==> config.mk <==
export PLATFORM = sky130hd
export DESIGN_NAME = piece_plotter
export DESIGN_NICKNAME = d
export VERILOG_FILES = /design/src/rtl/vetris_pkg.sv /design/src/rtl/piece_row_mask.sv /design/src/rtl/piece_plotter.sv
export SDC_FILE = /design/constraint.sdc
export NUM_CORES = 1
export LEC_CHECK = 0
export BUFFER_PORTS_ARGS = -buffer_cell sky130_fd_sc_hd__buf_2
export CAP_MARGIN = 20
export CORE_MARGIN = 3
export CORE_UTILIZATION = 51
export CTS_CLUSTER_DIAMETER = 200
export CTS_CLUSTER_SIZE = 28
export DETAILED_ROUTE_END_ITERATION = 8
export GPL_TIMING_DRIVEN = 0
export PLACE_DENSITY = 0.84
export SLEW_MARGIN = 20
export SYNTH_ARGS = -nofsm -noshare
export SYNTH_HDL_FRONTEND = slang
export SYNTH_SLANG_ARGS = --single-unit
export TNS_END_PERCENT = 100
==> constraint.sdc <==
create_clock -name clk -period 3.62 [get_ports clk]
set_clock_uncertainty 0.2 [all_clocks]
set_input_delay 0.724 -clock clk [delete_from_list [all_inputs] [get_ports clk]]
set_output_delay 0.724 -clock clk [all_outputs]
set_load 0.02 [all_outputs]
==> src/rtl/vetris_pkg.sv <==
/******************************************************************************
 * Module   : vetris_pkg
 * Brief    : Board geometry, piece-word field layout, shape/op codes and
 *            plotter FSM states shared by the board-update engine.
 * Revision : 1.0  initial release
 ******************************************************************************/
`default_nettype none

package vetris_pkg;

  localparam int BOARD_W = 10;
  localparam int BOARD_H = 20;
  localparam int ROW_AW  = 5;

  localparam int X_LSB   = 3;
  localparam int Y_LSB   = 7;
  localparam int SHP_LSB = 13;

  localparam logic [1:0] SHP_NONE   = 2'b00;
  localparam logic [1:0] SHP_LINE   = 2'b01;
  localparam logic [1:0] SHP_SQUARE = 2'b10;

  typedef enum logic [1:0] {
    OP_DRAW   = 2'b00,
    OP_ERASE  = 2'b01,
    OP_CHECK  = 2'b10,
    OP_CHECK2 = 2'b11
  } plot_op_t;

  typedef enum logic [1:0] {
    ST_IDLE = 2'b00,
    ST_RD   = 2'b01,
    ST_MOD  = 2'b10,
    ST_DONE = 2'b11
  } plot_state_t;

endpackage : vetris_pkg

`default_nettype wire

==> src/rtl/piece_row_mask.sv <==
/******************************************************************************
 * Module   : piece_row_mask
 * Brief    : Shape/x decode into a per-row column mask, row count and a flag
 *            for mask bits that fall off the right edge of the board.
 * Revision : 1.0  initial release
 ******************************************************************************/
`default_nettype none

module piece_row_mask
  import vetris_pkg::*;
(
  input  logic [1:0]         i_shape,
  input  logic [4:0]         i_x,
  output logic [BOARD_W-1:0] o_mask,
  output logic [2:0]         o_rows,
  output logic               o_col_off
);

  // Wide enough that a 2-bit pattern shifted by the largest x never wraps.
  localparam int FULL_W = 34;

  logic [FULL_W-1:0] w_full;

  always_comb begin
    w_full = '0;
    o_rows = 3'd0;
    case (i_shape)
      SHP_LINE: begin
        w_full = FULL_W'(1) << i_x;
        o_rows = 3'd4;
      end
      SHP_SQUARE: begin
        w_full = FULL_W'(3) << i_x;
        o_rows = 3'd2;
      end
      default: begin
        w_full = '0;
        o_rows = 3'd0;
      end
    endcase
  end

  assign o_mask    = w_full[BOARD_W-1:0];
  assign o_col_off = |w_full[FULL_W-1:BOARD_W];

endmodule : piece_row_mask

`default_nettype wire

==> src/rtl/piece_plotter.sv <==
/******************************************************************************
 * Module   : piece_plotter
 * Brief    : Row-by-row read-modify-write engine that draws, erases or
 *            collision-checks a packed piece against the board RAM.
 * Revision : 1.0  initial release
 ******************************************************************************/
`default_nettype none

module piece_plotter
  import vetris_pkg::*;
(
  input  logic               clk,
  input  logic               rst,
  input  logic               in_valid,
  output logic               in_ready,
  input  logic [31:0]        in_piece,
  input  logic [1:0]         in_op,
  output logic               done,
  output logic               collide,
  output logic [ROW_AW-1:0]  mem_addr,
  output logic               mem_re,
  input  logic [BOARD_W-1:0] mem_rdata,
  output logic               mem_we,
  output logic [BOARD_W-1:0] mem_wdata
);

  plot_state_t        r_state;
  plot_op_t           r_op;
  logic [1:0]         r_k;
  logic [1:0]         r_last;
  logic [5:0]         r_y;
  logic [BOARD_W-1:0] r_mask;
  logic               r_col_off;
  logic               r_coll;

  logic [BOARD_W-1:0] w_mask;
  logic [2:0]         w_rows;
  logic               w_col_off;
  logic [6:0]         w_row;
  logic               w_row_off;
  logic               w_wr;
  logic               w_hit;
  logic               w_accept;
  logic               w_unused_bits;

  assign w_unused_bits = ^{in_piece[31:15], in_piece[2:0]};

  piece_row_mask u_mask (
    .i_shape   (in_piece[SHP_LSB+1:SHP_LSB]),
    .i_x       ({1'b0, in_piece[X_LSB+3:X_LSB]}),
    .o_mask    (w_mask),
    .o_rows    (w_rows),
    .o_col_off (w_col_off)
  );

  assign w_accept  = in_valid && (r_state == ST_IDLE);
  assign w_row     = 7'(r_y) + 7'(r_k);
  assign w_row_off = (w_row > 7'(BOARD_H - 1));
  assign w_wr      = (r_state == ST_MOD) && !w_row_off &&
                     ((r_op == OP_DRAW) || (r_op == OP_ERASE));
  assign w_hit     = (r_op != OP_ERASE) && !w_row_off && (|(mem_rdata & r_mask));

  assign in_ready  = (r_state == ST_IDLE);
  assign done      = (r_state == ST_DONE);
  assign collide   = (r_state == ST_DONE) ? r_coll : 1'b0;
  assign mem_re    = (r_state == ST_RD) && !w_row_off;
  assign mem_we    = w_wr;
  assign mem_addr  = ((r_state == ST_RD) || (r_state == ST_MOD)) ? w_row[ROW_AW-1:0] : '0;
  assign mem_wdata = !w_wr ? '0 :
                     (r_op == OP_DRAW) ? (mem_rdata | r_mask) : (mem_rdata & ~r_mask);

  always_ff @(posedge clk) begin
    if (rst) begin
      r_state   <= ST_IDLE;
      r_op      <= OP_DRAW;
      r_k       <= 2'd0;
      r_last    <= 2'd0;
      r_y       <= 6'd0;
      r_mask    <= '0;
      r_col_off <= 1'b0;
      r_coll    <= 1'b0;
    end else begin
      case (r_state)
        ST_IDLE: begin
          if (w_accept) begin
            r_op      <= plot_op_t'(in_op);
            r_y       <= in_piece[Y_LSB+5:Y_LSB];
            r_mask    <= w_mask;
            r_col_off <= w_col_off;
            r_last    <= 2'(w_rows - 3'd1);
            r_k       <= 2'd0;
            r_coll    <= 1'b0;
            r_state   <= (w_rows == 3'd0) ? ST_DONE : ST_RD;
          end
        end
        ST_RD: r_state <= ST_MOD;
        ST_MOD: begin
          // Off-board geometry counts as a collision for every op.
          r_coll <= r_coll | r_col_off | w_row_off | w_hit;
          if (r_k == r_last) begin
            r_state <= ST_DONE;
          end else begin
            r_k     <= r_k + 2'd1;
            r_state <= ST_RD;
          end
        end
        default: r_state <= ST_IDLE;
      endcase
    end
  end

endmodule : piece_plotter

`default_nettype wire

* After elaboration in Yosys (flattened, before gate mapping)
Cells that the tools add are included.
W data, S select, Z words.
** Word-level totals
- Register bits :: 26
- Word-level logic and storage cells :: 64
** Operators by class
- Add/sub/neg operators :: 3
- Magnitude comparators :: 1
- Equal/unequal tests :: 10
- Shifts and indexed selects :: 2
- Mux-type cells :: 15
- Bitwise operators :: 7
- Reduce and logical (&&, ||, !) cells :: 18
** Operator list (number)
- $pmux W34 S2 :: 1
- $shl A1 B4 Y34 const A :: 1
- $shl A2 B4 Y34 const A :: 1
- $reduce_or A24 Y1 :: 1
- $and A10 B10 Y10 :: 2
- $mux W10 :: 2
- $mux W2 :: 5
- $not A10 Y10 :: 1
- $or A10 B10 Y10 :: 1
- $reduce_or A10 Y1 :: 1
- $add A6 B2 Y7 :: 1
- $gt A7 B5 Y1 const B :: 1
- $eq A2 B1 Y1 const B :: 3
- $eq A2 B2 Y1 const B :: 3
- $logic_and A1 B1 Y1 :: 6
- $pmux W2 S3 :: 1
- $pmux W3 S2 :: 1
- $mux W5 :: 1
- $logic_not A2 Y1 :: 2
- $ne A2 B1 Y1 const B :: 2
- $pmux W2 S2 :: 1
- $reduce_and A2 Y1 :: 2
- $logic_not A3 Y1 :: 1
- $or A1 B1 Y1 :: 3
- other kinds (10) :: 12

* Logic depth before layout (Yosys ltp)
Gate-level depths: netlist of run 1.
- Word-level depth :: 7
- Mapped depth :: 7

* By module
A second synthesis of run 1 with hierarchy kept.
** Second synthesis, totals
- Cell total of the unflattened synthesis :: 228
- Area, all modules :: 1767.9 µm²
** By module, submodules not included
- piece_plotter :: instances 1, cells an instance 196, area an instance 1529.0 µm², seq. area each 520.5 µm²
- piece_row_mask :: instances 1, cells an instance 32, area an instance 239.0 µm², seq. area each 0.0 µm²

* Least setup slack after synthesis of run 1
No wires, ideal clock.
- Kind :: register to output
- Start point :: reg r_k[0]
- End point :: out mem_wdata[0]
- Arrival time :: 1.903 ns
- Data required time :: 2.696 ns
- Setup slack :: 0.793 ns
- Stages on the path, launching flop included :: 8
- Path through :: dfxtp_1 -> ha_1 -> fa_1 -> o31a_1 -> o21ai_1 -> nand3_1 -> buf_4 -> nor2_1
** Between the ends
- Cells in the longest elaborated chain, start to end :: 6
** RTL lines
- from (decl) :: RTL line piece_plotter.sv:29 : logic [1:0] r_k;
- from (signal assigned) :: RTL line piece_plotter.sv:103 : r_k <= r_k + 2'd1;
- $add A6 B2 Y7 :: RTL line piece_plotter.sv:57 : assign w_row = 7'(r_y) + 7'(r_k);
- $gt A7 B5 Y1 :: RTL line piece_plotter.sv:58 : assign w_row_off = (w_row > 7'(BOARD_H - 1));
- $logic_not A1 Y1 :: RTL line piece_plotter.sv:59 : assign w_wr = (r_state == ST_MOD) && !w_row_off &&
- $logic_and A1 B1 Y1 (2 in a row) :: RTL line piece_plotter.sv:59
- $mux W10 :: RTL line piece_plotter.sv:69 : assign mem_wdata = !w_wr ? '0 :
- to (decl) :: RTL line piece_plotter.sv:24 : output logic [BOARD_W-1:0] mem_wdata
No other way between the ends.

* Worst setup path in the final report of run 1
- Start point :: reg r_k[0]
- End point :: out mem_wdata[8]
Same word-level chain as after synthesis.

==> results of run 1 <==
## synthesized netlist by cell type (all sizes together)
library cell / n / area share (%)
nor2: 30 / 7.1
dfxtp: 26 / 33
nand2: 22 / 5.3
a21oi: 18 / 5.7
inv: 11 / 2.6
mux2i: 11 / 6.9
a22oi: 8 / 3.8
and2: 8 / 3.1
ha: 8 / 6.3
a32oi: 5 / 2.7
buf: 5 / 1.7
clkbuf: 4 / 0.94
nand3: 4 / 1.3
o21ai: 4 / 1.3
xnor2: 4 / 2.2
a211oi: 3 / 1.4
and3: 3 / 1.2
nand2b: 3 / 1.3
nor3: 3 / 1.3
a221oi: 2 / 1.1
nor4: 2 / 1.7
nor4b: 2 / 1.1
o31a: 2 / 1.1
a2111oi: 1 / 0.94
a21o: 1 / 0.47
a31oi: 1 / 0.39
fa: 1 / 1.3
nand4b: 1 / 0.55
nor2b: 1 / 0.39
o211ai: 1 / 0.47
o22ai: 1 / 0.39
o31ai: 1 / 0.47
or3: 1 / 0.39
xor2: 1 / 0.55
## path summary, 6_finish.rpt
path                             from                  end  slack [ns]  depth (start not counted)
hold reg to reg   r_y[0]$_SDFFE_PP0P_  r_y[0]$_SDFFE_PP0P_        0.27                          2
hold / removal    r_y[0]$_SDFFE_PP0P_  r_y[0]$_SDFFE_PP0P_        0.27                          2
setup reg to reg  r_k[0]$_SDFFE_PP0P_  r_coll$_SDFFE_PP0P_        1.65                          6
setup / recovery  r_k[0]$_SDFFE_PP0P_         mem_wdata[8]        0.27                          8
## metal layers
metal	part of all wire [%]	up-vias
li1	-	800
met1	44	729
met2	49	58
met3	6.2	6
met4	0.90	0
met5	0	-
## per-stage QoR
step	instance area (um2)	util [%]	hold slack (ns)	power, mW	setup slack [ns]
2_1_floorplan	1590	-	0.236	0.658	0.793
3_3_place_gp	1870	65.1	0.246	0.771	0.664
3_5_place_dp	1870	65.1	0.253	0.779	0.664
4_1_cts	1920	66.9	0.273	0.982	0.262
5_1_grt	1920	66.9	0.303	1.05	0.0670
6_report	1920	66.9	0.272	0.976	0.274
## cell type report
type                    count  area [um2]
well taps                  42        52.6
fillers                   252         952
repair buffers             45         225
inverters                  11        41.3
clock inverters             1        30.0
plain buffers               9        42.5
clock buffers               3        22.5
flip-flops and latches     26         520
multi-input cells         153         990
## where the power goes
| part | internal [mW] | switching (mW) | leakage (nW) |
|---|---|---|---|
| logic | 0.156 | 0.264 | 0.609 |
| registers | 0.319 | 0.0329 | 0.212 |
| clock network | 0.112 | 0.0916 | 0.0279 |
## worst max-delay path, stage by stage, from the launching register on
cell and delay [ns]:
dfxtp_1 0.41, ha_1 0.26, fa_1 0.43, o31a_1 0.25
o21ai_1 0.11, nand3_1 0.14, buf_4 0.20, nor2_1 0.12
buf_2 0.17
## logic make-up (layout without fill, tap and decap cells)
kind of cell | after synthesis | count (layout) | synth area share [%]
adders and majority gates | 9 | 9 | 7.54
xor gates and xnor gates | 5 | 5 | 2.75
DFF | 26 | 26 | 32.7
muxes | 11 | 11 | 6.91
AOI/OAI and AO/OA | 48 | 48 | 20.2
buffers and inverters | 20 | 69 | 5.26
and+or+nand+nor | 80 | 80 | 24.7
## flip-flops by register name, indices dropped and copies added (netlist names)
name	count
r_k	2
r_state	2
r_mask	10
r_op	2
r_col_off	1
r_coll	1
r_y	6
r_last	2
==> results by group, run 1 <==
Timing
  – Max Slew Vio Count: 0
  – RSZ-0062 raised after global routing: no
  – Pin slew with the least headroom to its limit: 0.457 ns
  – Final setup vio count: 0
  – Setup TNS: 0 ns
  – Max-slew headroom: 69.5%
  – Final period util: 92.4%
  – Hold Fails Final Rpt: 0
  – FMAX: 299 MHz
  – Final min period: 3.35 ns

GRT
  – Met1 Track Usage GR: between 20% and 30%
  – Vias in the first global route: 1426
  – Largest net degree at the start of global routing: 16
  – Grt ovf: 0
  – Total GRT Usage: 20.1%
  – Initial antenna violation count: 0
  – M2 GR Usage: 36.0%
  – Met3 Track Usage GR: roughly 4.5%
  – First-pass GRT wire length: slightly below 6000 um
  – Most used routing layer in global routing: met2

Floorplan
  – DIE AREA: 3830 um2
  – Die W: 61.9 um
  – Ports: 67
  – Die height: 61.9 um
  – Cell row count: 19
  – Placeable Area: 2880 um2
  – Initial Util: 55.4%

Critical path
  – CP Launch Type: flip-flop
  – Crit path kind: reg -> out
  – Critical path required time: about 2.7 ns
  – Arr. time, crit path: 2.42 ns
  – Critical path endpoint category: output pin
  – CP max FO: 10

Synth
  – Yosys cell types: 40
  – Synthesized area per cell: 8.01 um2
  – Post-Syn Area: around 1600 um2
  – Sequential fraction of the synthesis area: between 30% and 40%
  – Synth warn: 0
  – Syn Nets: 255
  – Mapped Cells: a little under 200
  – Number of synthesized register bits: 26

Power
  – Leak: 0.849 nW
  – Power per standard cell area: 507 nW/um2
  – VDD IR max: 0.393 mV

Layout
  – Share of cells above drive strength 1: 23.8%
  – Leading cell types in the layout, fill and taps excluded: buf_2, nor2_1, dfxtp_1
  – Layout Nets: 305
  – Commonest non-fill, non-tap cell in the layout: buf_2
  – Non-Filler Instances: 290
  – Diode count: 0
  – Area Growth Syn to Fin: 20.7%

Drt
  – Drt first pass iters: 4
  – Routed vias: 1593
  – ANT nets after route: 0
  – Vias/cell: 5.49
  – DRT Wirelength: 3680 um
  – WL/cell: between 10 and 15 um
  – Initial DRC Count: 82
  – DR DRC count: 0

Clock network
  – Postcts setup bufs: 0
  – Max Buffers Root-to-Sink: 2
  – Post_cts resized: 0
  – CTS tree: yes
  – Clock root cell: clkbuf_4
  – Hold_buf cts: 0
  – Max H-tree Level: 1
  – Reg clk slew, reported paths: 0.15 ns
  – Clock Latency Late Sink: 0.33 ns
  – Inserted Clock Buffers: 3
  – Clock sink total: 26

Hold path
  – Hold crit path type: reg -> reg

Flow run
  – Max Cap Viol: 0

Placed design
  – Hpwl dp: 2840 um
  – GPL Wtd Cong: approximately 0.93
  – Cells after DPL: ~290
  – Port Buffer Count: 45

Outcome
  – Outcome: finished, final reports clean
Note: power is estimated with default switching activity, not from simulation.
==> inputs of run 2 (changes only) <==
Settings changed: SETUP_SLACK_MARGIN set to 0.5.
==> results by group, run 2 (synthesis results as in run 1) <==
Drt
  – Drt first pass iters: 4 (unchanged)
  – Met3 wire len: 253 um (was 227 um)
  – Initial DRC Count: 73 (was 82)
  – WL/cell: 13.8 um (was 12.7 um)
  – Top layer in use: met4 (unchanged)
  – Metal2 WL: 2100 um (was 1810 um)
  – Vias/cell: 5.51 (was 5.49)
  – ANT nets after route: 0 (unchanged)
  – Metal1 wirelength: 1690 um (was 1610 um)
  – DR DRC count: 0 (unchanged)
  – DRT Wirelength: 4080 um (was 3680 um)
  – Routed vias: 1625 (was 1593)

Critical path
  – Arr. time, crit path: 2.14 ns (was 2.42 ns)
  – Crit-path cells: ha_4 -> fa_2 -> o31a_1 -> o21ai_2 -> nand3_4 -> buf_8 -> nor2_4 -> buf_6 (was ha_1 -> fa_1 -> o31a_1 -> o21ai_1 -> nand3_1 -> buf_4 -> nor2_1 -> buf_2)
  – Worst Reg-to-Reg Cells: 7 (was 6)
  – CP max stage delay: 0.38 ns (was 0.43 ns)
  – Crit path to: mem_wdata[8] (unchanged)
  – Critical R2R Capture: r_mask[3]$_SDFFE_PP0P_ (was r_coll$_SDFFE_PP0P_)
  – Critical Path Stages: 8 (unchanged)
  – CP top delay family: adder cells (unchanged)
  – Critical path endpoint category: output pin (unchanged)
  – RR Startpoint: r_state[0]$_SDFFE_PP0P_ (was r_k[0]$_SDFFE_PP0P_)
  – CP max FO: 5 (was 10)
  – Worst setup path start: r_k[0]$_SDFFE_PP0P_ (unchanged)
  – Reg2Reg Setup Slack: 1.73 ns (was 1.65 ns)
  – CP Launch Type: flip-flop (unchanged)
  – CP bufs+invs: 2 (unchanged)
  – Critical path required time: 2.70 ns (about the same)
  – Slowest CP cell: dfxtp_4 (was fa_1)
  – Crit path kind: reg -> out (unchanged)

Clock network
  – Max Buffers Root-to-Sink: 2 (unchanged)
  – Max H-tree Level: 1 (unchanged)
  – Clock sink total: 26 (unchanged)
  – Inserted Clock Buffers: 3 (unchanged)
  – Clock root cell: clkbuf_4 (unchanged)
  – CTS tree: yes (unchanged)
  – Reg clk slew, reported paths: 0.15 ns (about the same)
  – Clock Latency Late Sink: 0.33 ns (about the same)

Floorplan
  – DIE AREA: 3830 um2 (unchanged)
  – Die W: 61.9 um (unchanged)
  – Ports: 67 (unchanged)
  – Cell row count: 19 (unchanged)
  – Initial Util: 55.4% (unchanged)
  – Placeable Area: 2880 um2 (unchanged)
  – Die height: 61.9 um (unchanged)

Placed design
  – GPL Wtd Cong: 0.932 (unchanged)
  – Hpwl dp: 2840 um (unchanged)
  – Port Buffer Count: 45 (unchanged)
  – Area post-placement: 1870 um2 (unchanged)

GRT
  – Largest net degree at the start of global routing: 16 (unchanged)
  – Total GRT Usage: 21.2% (was 20.1%)
  – Vias in the first global route: 1486 (was 1426)
  – First-pass GRT wire length: 6210 um (was 5890 um)
  – Initial antenna violation count: 0 (unchanged)
  – Grt ovf: 0 (unchanged)

Timing
  – Max Slew Vio Count: 0 (unchanged)
  – Pin slew with the least headroom to its limit: 0.467 ns (was 0.457 ns)
  – Final period util: 84.6% (was 92.4%)
  – Final min period: 3.06 ns (was 3.35 ns)
  – FMAX: 327 MHz (was 299 MHz)
  – RSZ-0062 raised after global routing: yes (was no)
  – Final setup vio count: 0 (unchanged)
  – Setup TNS: 0 ns (unchanged)
  – Max-slew headroom: 68.9% (was 69.5%)
  – Hold Fails Final Rpt: 0 (unchanged)

Power
  – VDD IR max: 0.387 mV (was 0.393 mV)
  – Total Power: 1.10 mW (was 0.976 mW)
  – Power per standard cell area: 508 nW/um2 (was 507 nW/um2)
  – Leak: 0.895 nW (was 0.849 nW)

Layout
  – Number of fill cells: 210 (was 252)
  – Leading cell types in the layout, fill and taps excluded: buf_2, dfxtp_1, nand2_1 (was buf_2, nor2_1, dfxtp_1)
  – Largest regs: r_mask x10, r_y x6 (unchanged)
  – Largest reg by FF count: r_mask (unchanged)
  – Commonest non-fill, non-tap cell in the layout: buf_2 (unchanged)
  – Max reg flops: 10 (unchanged)
  – Util after Layout: 75.2% (was 66.9%)
  – Reg area: 527 um2 (was 520 um2)
  – Diode count: 0 (unchanged)
  – Finished Cell Area: 2160 um2 (was 1920 um2)
  – Layout Nets: 310 (was 305)
  – Area Growth Syn to Fin: 35.6% (was 20.7%)
  – Share of cells above drive strength 1: 32.4% (was 23.8%)
  – Multi-input gate area: 1100 um2 (was 990 um2)

Flow run
  – Max Cap Viol: 0 (unchanged)

Hold path
  – Hold crit path type: reg -> reg (unchanged)

Outcome
  – Outcome: finished, final reports clean (unchanged)
run 2: changes by cell type in the layout (fill, tap and decap cells not counted), sizes merged:
cell / change
buf: +5
run 2: cell type report:
cell class / count / area share [%]
multi-input cells: 153 / 50.7
inverters: 11 / 1.91
well taps: 42 / 2.43
plain buffers: 9 / 2.31
clock inverters: 1 / 1.39
repair buffers: 50 / 15.9
flip-flops and latches: 26 / 24.4
clock buffers: 3 / 1.04
run 2: worst reg2reg max path, stage by stage, from the launching register on:
cell     delay [ns]
dfxtp_1        0.37
inv_1          0.09
ha_1           0.15
buf_2          0.19
nand2_2        0.18
nor4_4         0.36
a32oi_1        0.16
nor2_1         0.13
run 2: how the worst min path moves through the flow:
stage                               from                   end  slack [ns]  cells after the start
finish               r_y[5]$_SDFFE_PP0P_   r_y[5]$_SDFFE_PP0P_        0.28                      2
global route        r_op[0]$_SDFFE_PP0P_  r_op[0]$_SDFFE_PP0P_        0.32                      2
CTS                  r_y[0]$_SDFFE_PP0P_   r_y[0]$_SDFFE_PP0P_        0.27                      2
detailed placement   r_y[0]$_SDFFE_PP0P_   r_y[0]$_SDFFE_PP0P_        0.25                      2
global placement    r_op[0]$_SDFFE_PP0P_  r_op[0]$_SDFFE_PP0P_        0.25                      2
floorplan           r_op[0]$_SDFFE_PP0P_  r_op[0]$_SDFFE_PP0P_        0.24                      2
run 2: through the flow:
stage | setup slack [ns] | cells | hold WS, ns
global placement | 0.664 | 286 | 0.246
CTS | 0.493 | 294 | 0.273
finish | 0.558 | 295 | 0.276
global route | 0.441 | 295 | 0.316
floorplan | 0.793 | 199 | 0.236
detailed placement | 0.664 | 286 | 0.253
run 2: layer usage:
layer  GRT usage (%)  vias up
met5               0        -
met4            6.97        0
met3            4.55       10
met2            38.0       58
met1            25.0      747
li1                -      810
run 2: where the power goes:
part,switching (mW),internal [mW],total (mW)
combinational,0.317,0.222,0.539
sequential,0.0325,0.320,0.352
clock,0.0946,0.112,0.207
total,0.444,0.654,1.10
run 2: what timing repair did:
action | CTS | global route
gates resized for setup | 13 | 46
endpoints found under the hold margin | 0 | 0
setup endpoints to repair | 11 | 11
gates cloned | 1 | 0
pin swaps | 2 | 14
hold buffers | 0 | 0
setup buffers | 3 | 1
